==> config.mk <==
export PLATFORM = sky130hd
export DESIGN_NAME = controlador_memoria_instrucoes
export DESIGN_NICKNAME = d
export VERILOG_FILES = /design/src/rtl/controlador_memoria_instrucoes.sv
export SDC_FILE = /design/constraint.sdc
export NUM_CORES = 1
export LEC_CHECK = 0
export BUFFER_PORTS_ARGS = -buffer_cell sky130_fd_sc_hd__buf_2
export CAP_MARGIN = 25
export CORE_MARGIN = 5
export CORE_UTILIZATION = 48
export DETAILED_ROUTE_END_ITERATION = 6
export GPL_ROUTABILITY_DRIVEN = 0
export HOLD_SLACK_MARGIN = 0.03
export PLACE_DENSITY = 0.78
export SETUP_SLACK_MARGIN = 0.5
export SYNTH_ARGS = -nofsm -noshare
export SYNTH_HDL_FRONTEND = slang
export SYNTH_SLANG_ARGS = --single-unit
==> constraint.sdc <==
create_clock -name clock -period 3.36 [get_ports clock]
set_input_delay 1.008 -clock clock [delete_from_list [all_inputs] [get_ports clock]]
set_output_delay 1.008 -clock clock [all_outputs]
set_load 0.005 [all_outputs]
==> src/rtl/controlador_memoria_instrucoes.sv <==
// Instruction memory controller: loads a program word by word into an external
// array, then serves CPU fetches until a HALT instruction or a reload request.
module controlador_memoria_instrucoes #(
    parameter int ADDR_W = 26,
    parameter int DEPTH  = 64
) (
    input  logic              clock,
    input  logic              reset,
    input  logic              load_valid,
    input  logic [31:0]       load_data,
    input  logic              load_last,
    output logic              load_ready,
    input  logic              recarregar,
    input  logic [ADDR_W-1:0] pc,
    input  logic              fetch_req,
    output logic [31:0]       instrucao,
    output logic              fetch_valid,
    output logic              cpu_stall,
    output logic              mem_we,
    output logic [ADDR_W-1:0] mem_addr,
    output logic [31:0]       mem_wdata,
    input  logic [31:0]       mem_rdata,
    output logic [ADDR_W-1:0] load_count,
    output logic              erro
);

    typedef enum logic [1:0] {CARGA, EXEC, PARADO, ERRO} estado_t;

    localparam logic [5:0]        OP_HALT = 6'b111110;
    localparam logic [ADDR_W-1:0] ULTIMO  = ADDR_W'(DEPTH - 1);

    estado_t           estado;
    logic [ADDR_W-1:0] wptr;
    logic              handshake;
    logic              halt_visto;

    // Reset gates the strobe so a word offered in the reset cycle never lands.
    assign handshake  = (estado == CARGA) && load_valid && load_ready && !reset;
    assign mem_we     = handshake;
    assign mem_addr   = (estado == CARGA) ? wptr : pc;
    assign mem_wdata  = handshake ? load_data : '0;
    assign halt_visto = fetch_valid && (instrucao[31:26] == OP_HALT);

    always_ff @(posedge clock) begin
        if (reset) begin
            estado      <= CARGA;
            wptr        <= '0;
            load_count  <= '0;
            erro        <= 1'b0;
            instrucao   <= '0;
            fetch_valid <= 1'b0;
            load_ready  <= 1'b1;
            cpu_stall   <= 1'b1;
        end else begin
            fetch_valid <= 1'b0;
            if (estado != CARGA && recarregar) begin
                estado     <= CARGA;
                wptr       <= '0;
                load_count <= '0;
                erro       <= 1'b0;
                load_ready <= 1'b1;
                cpu_stall  <= 1'b1;
            end else begin
                case (estado)
                    CARGA: begin
                        if (handshake) begin
                            load_count <= load_count + ADDR_W'(1);
                            if (wptr != ULTIMO)
                                wptr <= wptr + ADDR_W'(1);
                            if (load_last) begin
                                estado     <= EXEC;
                                load_ready <= 1'b0;
                                cpu_stall  <= 1'b0;
                            end else if (wptr == ULTIMO) begin
                                estado     <= ERRO;
                                erro       <= 1'b1;
                                load_ready <= 1'b0;
                            end
                        end
                    end
                    EXEC: begin
                        // A fetch issued while HALT is being returned is dropped; instrucao keeps HALT.
                        if (halt_visto) begin
                            estado    <= PARADO;
                            cpu_stall <= 1'b1;
                        end else if (fetch_req) begin
                            fetch_valid <= 1'b1;
                            instrucao   <= (pc < load_count) ? mem_rdata : '0;
                        end
                    end
                    PARADO, ERRO: ;
                    default: estado <= CARGA;
                endcase
            end
        end
    end

endmodule

# After elaboration in Yosys (flattened, before gate mapping)
# Index checks and enable logic that the tools add are counted.
totals:
  register_bits: 90
  input_bits: 96
  wordCells: 57
classes:
  n_addsub: 2
  magnitude_cmp: 1
  eq_ne: 8
  muxes: 15
  bitwise_logic: 4
  n_reduce_logical: 19
op_table:
  columns: ["operator", "n"]
  rows:
  - ["32-bit two-way mux", 2]
  - ["26-bit by 1-bit adder with 26-bit output (second input constant)", 2]
  - ["26-bit by 6-bit == test with 1-bit output (second input constant)", 1]
  - ["26-bit less-than comparator", 1]
  - ["26-bit two-way mux", 1]
  - ["26-bit by 6-bit != test with 1-bit output (second input constant)", 1]
  - ["4-bit AND reduction", 4]
  - ["2-bit two-way mux", 4]
  - ["6-bit == test (second input constant)", 1]
  - ["1-bit two-way mux", 6]
  - ["2-bit != test (second input constant)", 3]
  - ["3-bit AND reduction", 2]
  - ["2-bit nonzero test", 3]
  - ["1-bit logical AND", 5]
  - ["1-bit NOT", 4]
  - ["2-bit case mux with 2 select lines", 1]
  - ["4-bit OR reduction", 1]
  - ["3-bit by 2-bit != test with 1-bit output (second input constant)", 1]
  - ["2-bit by 1-bit == test with 1-bit output (second input constant)", 1]
  - ["2-bit logical NOT", 1]
  - ["1-bit case mux with 2 select lines", 1]
  - ["2-bit AND reduction", 1]
  - ["2-bit OR reduction", 1]
  - ["1-bit logical NOT", 1]

# Logic depth before layout (Yosys ltp)
# Gate-level depths: netlist (run 1).
logic_depth:
  depth_word: 6
  depth_mapped: 8

# Worst setup path before layout (run 1)
# OpenSTA, ideal clock, no wires.
synth_path:
  path_type: "input to register"
  from: "in pc[25]"
  to: "reg instrucao[0]"
  arrival_ns: 2.631
  required_time_ns: 3.243
  slack_ns: 0.613
  path_stages: 7
  path_buffers: 1
  cell_sequence: "ha_1 > nand4_1 > or2_2 > a2111oi_0 > a211oi_2 > buf_2 > a22o_1"
synth_via:
  elab_chain_cells: 2
synth_lines:
  columns: ["item", "line_no", "rtl"]
  rows:
  - ["start: declaration", "14", "input logic [ADDR_W-1:0] pc,"]
  - ["26-bit less-than comparator", "88", "instrucao <= (pc < load_count) ? mem_rdata : '0;"]
  - ["32-bit two-way mux", "88", null]
  - ["end signal: assignment", "88", null]
  - ["end: declaration", "16", "output logic [31:0] instrucao,"]
# No other way between the ends.
# A chain may end at the register's enable or synchronous reset.

# Worst setup path after layout (run 1)
layout_path:
  from: "in reset"
  to: "out mem_wdata[2]"
layout_via:
  elab_chain_cells: 3
layout_lines:
  columns: ["item", "line_no", "rtl"]
  rows:
  - ["start: declaration", "8", "input logic reset,"]
  - ["1-bit logical NOT", "38", "assign handshake = (estado == CARGA) && load_valid && load_ready && !reset;"]
  - ["1-bit logical AND", "38", null]
  - ["32-bit two-way mux", "41", "assign mem_wdata = handshake ? load_data : '0;"]
  - ["end: declaration", "21", "output logic [31:0] mem_wdata,"]
# No other way between the ends.

==> run summary, run 1 <==
Crit-path slowest cell = and3b_2
Top_reg_cell synth = dfxtp_1
Die span in y = 111 um
CTS tree = built
Critical path depth in cells = 6
Tightest Hold Check Type = reg2reg
WL/cell = 16.4 um
WHS Path Cells = 1
Most common cell after layout, fill and taps aside = buf_2
CP startpoint kind = primary input
Worst hold start = erro$_SDFFE_PP0P_
Worst hold slack = 0.478 ns
Crit share post-route = 0.870
Synth warn = 0
DRT iter0 DRCs = 313
Worst reg-to-reg path cell count = 8
Die area = 0.0124 sq mm
Cells after Synth = 554
Critical Path RT = 2.35 ns
EDFF count, synth = 0
Tot Pwr = 2.22 mW
Sequential fraction of the synthesis area = 0.366
Largest net degree at the start of global routing = 37
Worst slack, placed = -0.0158 ns
Worst path max stage delay = 0.29 ns
Critical path capture point type = output pin
Cells along the critical path = buf_8 -> and3b_2 -> buf_12 -> buf_16 -> and3_4 -> buf_6
Util after Layout = 0.655
CTS Sinks = 90
Antenna Nets Post-Route = 0
H-tree depth = 3
Post-DP Area = 0.00617 sq mm
Top delay family on crit path = simple AND/OR/NAND/NOR gates
FFs w/ async S/R, synth = 0
WP buf/inv = 4
Critical path startpoint = reset
Total GRT Usage = 0.232
Fin Setup TNS = 0 ns
Synth cell types = 49
Slew HR = 0.628
Diode count = 0
Syn Nets = 677
Most frequent cells in the layout = 202 x buf_2, 90 x dfxtp_1, 36 x nand2_1
Total CTS buffers = 9
CP Class = in2out
WHS Endpoint = erro$_SDFFE_PP0P_
Initial antenna violation count = 0
Post-route cell area = 0.00667 sq mm
First-pass GRT wire length = 24.0 mm
Vias after detailed routing = 5,040
Worst-Skew Late Latency = 0.35 ns
Max-cap violation count = 0
FF-to-FF Start = load_count[19]$_SDFFE_PP0P_
Fin nets = 895
Post-Route Skew = 0.0156 ns
Power density over the cells = 333 mW/mm^2
Non-filler cells, final = 913
Setup violators final = 0
Vias per cell = 5.52
Flops & latches, synth = 90
Final worst slack = 0.438 ns
Critical R2R Capture = instrucao[30]$_SDFFE_PP0P_
Share of layout cells above drive strength 1 = 0.387
Core Region = 0.0102 sq mm
Flop2flop setup slack = 1.04 ns
Post-DP HPWL = 11.4 mm
Initial Util = 0.484
Worst vdd ir = 223 uV
Vias in the first global route = 4,912
Final WL = 15.0 mm
Fmax = 342 MHz
Final min period = 2.92 ns
Die W = 111 um
Reg clk slew, reported paths = 0.10 ns
Clk Tree Root Cell = clkbuf_8
Port Buffers = 216
Slew Viols, Final = 0
Pre-antenna DRT Iters = 4
Fillers = 858
Placed cells = 891
Row Count = 37
Mean post-synth cell area = 8.89 sq um
Unrepaired setup endpoints after global routing = yes
Area growth syn-to-layout = 35.5%
Max clock buf depth = 2
Grt ovf = 0
Final hold vios = 0
Synthesized cell area = 0.00492 sq mm
I/O Pins = 217
Measured slew at the worst slew-check pin = 0.559 ns
Worst EP arrival = 1.91 ns
Cts hold-fix bufs = 0
Remaining DRCs = 0
Outcome = finished, final reports clean
P_leak = 3.00 nW
CP max FO = 8
-- flip-flops by register name, indices dropped and copies added, names as in the netlist --
register / count
cpu_stall: 1
wptr: 26
fetch_valid: 1
estado: 2
load_count: 26
erro: 1
load_ready: 1
instrucao: 32
-- cells in the mapped netlist (2+ instances only) --
master	instances	area share
a21o_1	3	0.0046
a21oi_1	26	0.026
a22o_1	32	0.057
and2_1	3	0.0038
and3_1	35	0.044
and3b_1	2	0.0036
and4_1	9	0.016
buf_2	5	0.0051
buf_6	2	0.0046
clkbuf_1	22	0.017
dfxtp_1	90	0.37
ha_1	27	0.069
inv_1	32	0.024
mux2_2	24	0.055
mux2i_1	10	0.020
nand2_1	36	0.027
nand2b_1	9	0.011
nand3_1	21	0.021
nand4_1	13	0.017
nor2_1	31	0.024
nor3_1	9	0.0091
nor4_1	26	0.033
nor4b_1	3	0.0053
nor4bb_1	2	0.0041
o211ai_1	2	0.0030
o21a_1	3	0.0046
o21ai_0	11	0.011
o31ai_1	6	0.0091
or2_2	3	0.0038
or3_1	5	0.0064
or4_1	7	0.011
xnor2_1	28	0.050
-- final cells by class --
cell class                      instances  area [sq um]  share of cell area
Tap cell                              136           170              0.0255
Clock buffer                           10           138              0.0206
Clock inverter                          6          96.3              0.0144
Timing Repair Buffer                  236          1390               0.208
Multi-Input combinational cell        402          2950               0.443
Inverter                               33           124              0.0186
Sequential cell                        90          1800               0.270
-- cells by family (layout without fill, tap and decap cells) --
logic type / count (synthesis) / after routing / share of synthesized area
and+or+nand+nor: 219 / 219 / 0.253
AOI/OAI and AO/OA: 94 / 94 / 0.136
DFF: 90 / 90 / 0.366
buffers and inverters: 62 / 285 / 0.0516
muxes: 34 / 34 / 0.0752
xor gates and xnor gates: 28 / 28 / 0.0498
adders and majority gates: 27 / 27 / 0.0686
-- where the power goes --
part / switching [mW] / total [mW] / leakage, nW / internal (mW)
sequential: 0.00732 / 1.08 / 0.725 / 1.07
clock: 0.403 / 0.851 / 0.115 / 0.449
combinational: 0.140 / 0.291 / 2.16 / 0.151
-- layer usage --
layer,routed length (um),part of all wire,global-route usage
met2,7290,0.49,0.390
met1,6350,0.42,0.296
met4,214,0.014,0.0681
met3,1140,0.076,0.0546
met5,0,0,0
-- worst register-to-register path, cell delays in order, from the launching register on --
cell and delay, ns:
dfxtp_1 0.43, inv_1 0.13, ha_1 0.32, nand4_1 0.11, or2_2 0.32, a2111oi_2 0.32
a211oi_4 0.14, buf_4 0.20, a22o_1 0.24
-- repair_timing --
action / in CTS / in global routing
setup endpoints to repair: 79 / 55
pin swaps: 8 / 8
resized for setup: 22 / 15
gates cloned: 2 / 0
endpoints found under the hold margin: 0 / 0
buffers inserted: 2 / 2
-- worst max-delay path by stage --
stage                                            end  slack [ns]
after floorplan            instrucao[0]$_SDFFE_PP0P_        0.61
after global placement    instrucao[18]$_SDFFE_PP0P_       0.004
after detailed placement   instrucao[2]$_SDFFE_PP0P_       -0.02
after CTS                               mem_wdata[6]        0.46
after global routing                    mem_wdata[8]        0.42
final                                   mem_wdata[2]        0.44
No activity file was read; power rests on OpenSTA's default activity.
==> run 2, diff against run 1 <==
==> constraint.sdc (replaced) <==
create_clock -name clock -period 2.8 [get_ports clock]
set_input_delay 0.28 -clock clock [delete_from_list [all_inputs] [get_ports clock]]
set_output_delay 0.28 -clock clock [all_outputs]
set_load 0.005 [all_outputs]
==> run 2 against run 1 <==
Net effect: die area stayed put; sequential cell count stayed put; sequential power is 19% higher; wire length is 1.1% lower; highest routed layer unchanged; via count is 0.14% lower; global-route usage hardly changed; total power is 8.6% higher; final cell count is 0.33% lower; critical path depth is 2 higher; core utilization is 2.6 points lower.
==> run summary, run 2 (synthesis gave the netlist of run 1 again) <==
Outcome = finished, final reports clean
Biggest regs = instrucao x32, load_count x26, wptr x26
Cts hold-fix bufs = 0
Remaining DRCs = 0
Worst-Skew Late Latency = 0.35 ns
Setup violators final = 0
Clk Tree Root Cell = clkbuf_8
Reg clk slew, reported paths = 0.10 ns
Most common cell after layout, fill and taps aside = buf_2
Slew HR = 0.718
Measured slew at the worst slew-check pin = 0.419 ns
Initial antenna violation count = 0
Vias per cell = 5.53
Final hold vios = 0
Share of layout cells above drive strength 1 = 0.376
Post-DP HPWL = 11.5 mm
Worst vdd ir = 203 uV
Max clock buf depth = 2
Total GRT Usage = 0.232
Diode count = 0
Crit share post-route = 0.788
I/O Pins = 217
P_leak = 2.95 nW
Total CTS buffers = 9
Largest reg by FF count = instrucao
Tot Pwr = 2.41 mW
Post-DP Area = 0.00618 sq mm
Row Count = 37
Fin Setup TNS = 0 ns
Die area = 0.0124 sq mm
Max FFs per register = 32
Area growth syn-to-layout = 30.1%
Most frequent cells in the layout = 216 x buf_2, 84 x dfxtp_1, 36 x nand2_1
DRT iter0 DRCs = 311
CP Class = reg2reg
Tightest Hold Check Type = in2reg
Vias after detailed routing = 5,033
Power density over the cells = 377 mW/mm^2
Slew Viols, Final = 0
Die span in y = 111 um
H-tree depth = 3
Core Region = 0.0102 sq mm
Die W = 111 um
Critical path capture point type = flop
Critical Path RT = 3.05 ns
Worst hold slack = 0.143 ns
Non-filler cells, final = 910
Max-cap violation count = 0
Final min period = 2.21 ns
Placed cells = 893
Grt ovf = 0
CP startpoint kind = flop
CTS Sinks = 90
First-pass GRT wire length = 24.1 mm
Antenna Nets Post-Route = 0
Final WL = 14.8 mm
Pre-antenna DRT Iters = 5
Unrepaired setup endpoints after global routing = yes
Fmax = 453 MHz
Largest net degree at the start of global routing = 36
Post-Route Skew = 0.0111 ns
CTS tree = built
Initial Util = 0.484
Fin nets = 892
CP max FO = 11
WL/cell = 16.3 um
Post-route cell area = 0.00641 sq mm
Vias in the first global route = 4,994
Worst EP arrival = 2.45 ns
Port Buffers = 216
==> run 2: cell types whose count changed in the layout (fill, tap and decap cells not counted), moves of 2 or more <==
cell        delta
bufinv_16      -2
dfxtp_2        +3
dfxtp_1        -6
buf_2         +14
and3_4        -13
buf_16         -2
and3_1        +13
buf_6         -13
clkinvlp_4     +3
buf_8          -2
dfxtp_4        +3
==> run 2: repair_timing <==
| item | CTS | global route |
|---|---|---|
| setup endpoints to repair | 33 | 39 |
| setup buffers | 1 | 0 |
| gates resized for setup | 4 | 11 |
| gates cloned | 0 | 0 |
| pin swaps | 1 | 2 |
| hold endpoints to repair | 0 | 0 |
==> run 2: layout make-up <==
type                    instances  area (sq um)
repair buffers                233          1220
clock buffers                   9           124
inverters                      33           126
multi-input cells             402          2900
clock inverters                 7          52.6
fillers                       911          3780
well taps                     136           170
flip-flops and latches         90          1820
==> run 2: final timing paths <==
check                                    from                         end  slack [ns]  cells past startpoint
setup / recovery  load_count[18]$_SDFFE_PP0P_  instrucao[23]$_SDFFE_PP0P_        0.59                      8
hold / removal                   mem_rdata[9]   instrucao[9]$_SDFFE_PP0P_        0.14                      2
setup reg to reg  load_count[18]$_SDFFE_PP0P_  instrucao[23]$_SDFFE_PP0P_        0.59                      8
hold reg to reg             erro$_SDFFE_PP0P_           erro$_SDFFE_PP0P_        0.47                      1
==> run 2: metal layers <==
metal | GRT usage | share of wire | wire (um)
met5 | 0 | 0 | 0
met3 | 0.0600 | 0.077 | 1140
met2 | 0.390 | 0.48 | 7110
met1 | 0.290 | 0.42 | 6290
met4 | 0.0714 | 0.020 | 301
==> run 2: where the power goes <==
part,internal [mW],total [mW],switching [mW]
Sequential,1.28,1.29,0.00830
Clock,0.327,0.816,0.489
Combinational,0.147,0.305,0.158
==> run 2: critical path, stage by stage, from the launching register on <==
cell,delay [ns]
dfxtp_1,0.44
inv_1,0.09
ha_1,0.28
nand4_1,0.13
or2_2,0.34
a2111oi_4,0.25
a211oi_4,0.14
buf_4,0.20
a22o_1,0.23
==> run 2: per-stage QoR <==
step | utilization | worst slack [ns]
2_1_floorplan | - | 0.616
3_3_place_gp | 0.606 | 0.118
3_5_place_dp | 0.607 | 0.00960
4_1_cts | 0.627 | 0.507
5_1_grt | 0.629 | 0.489
6_report | 0.629 | 0.594
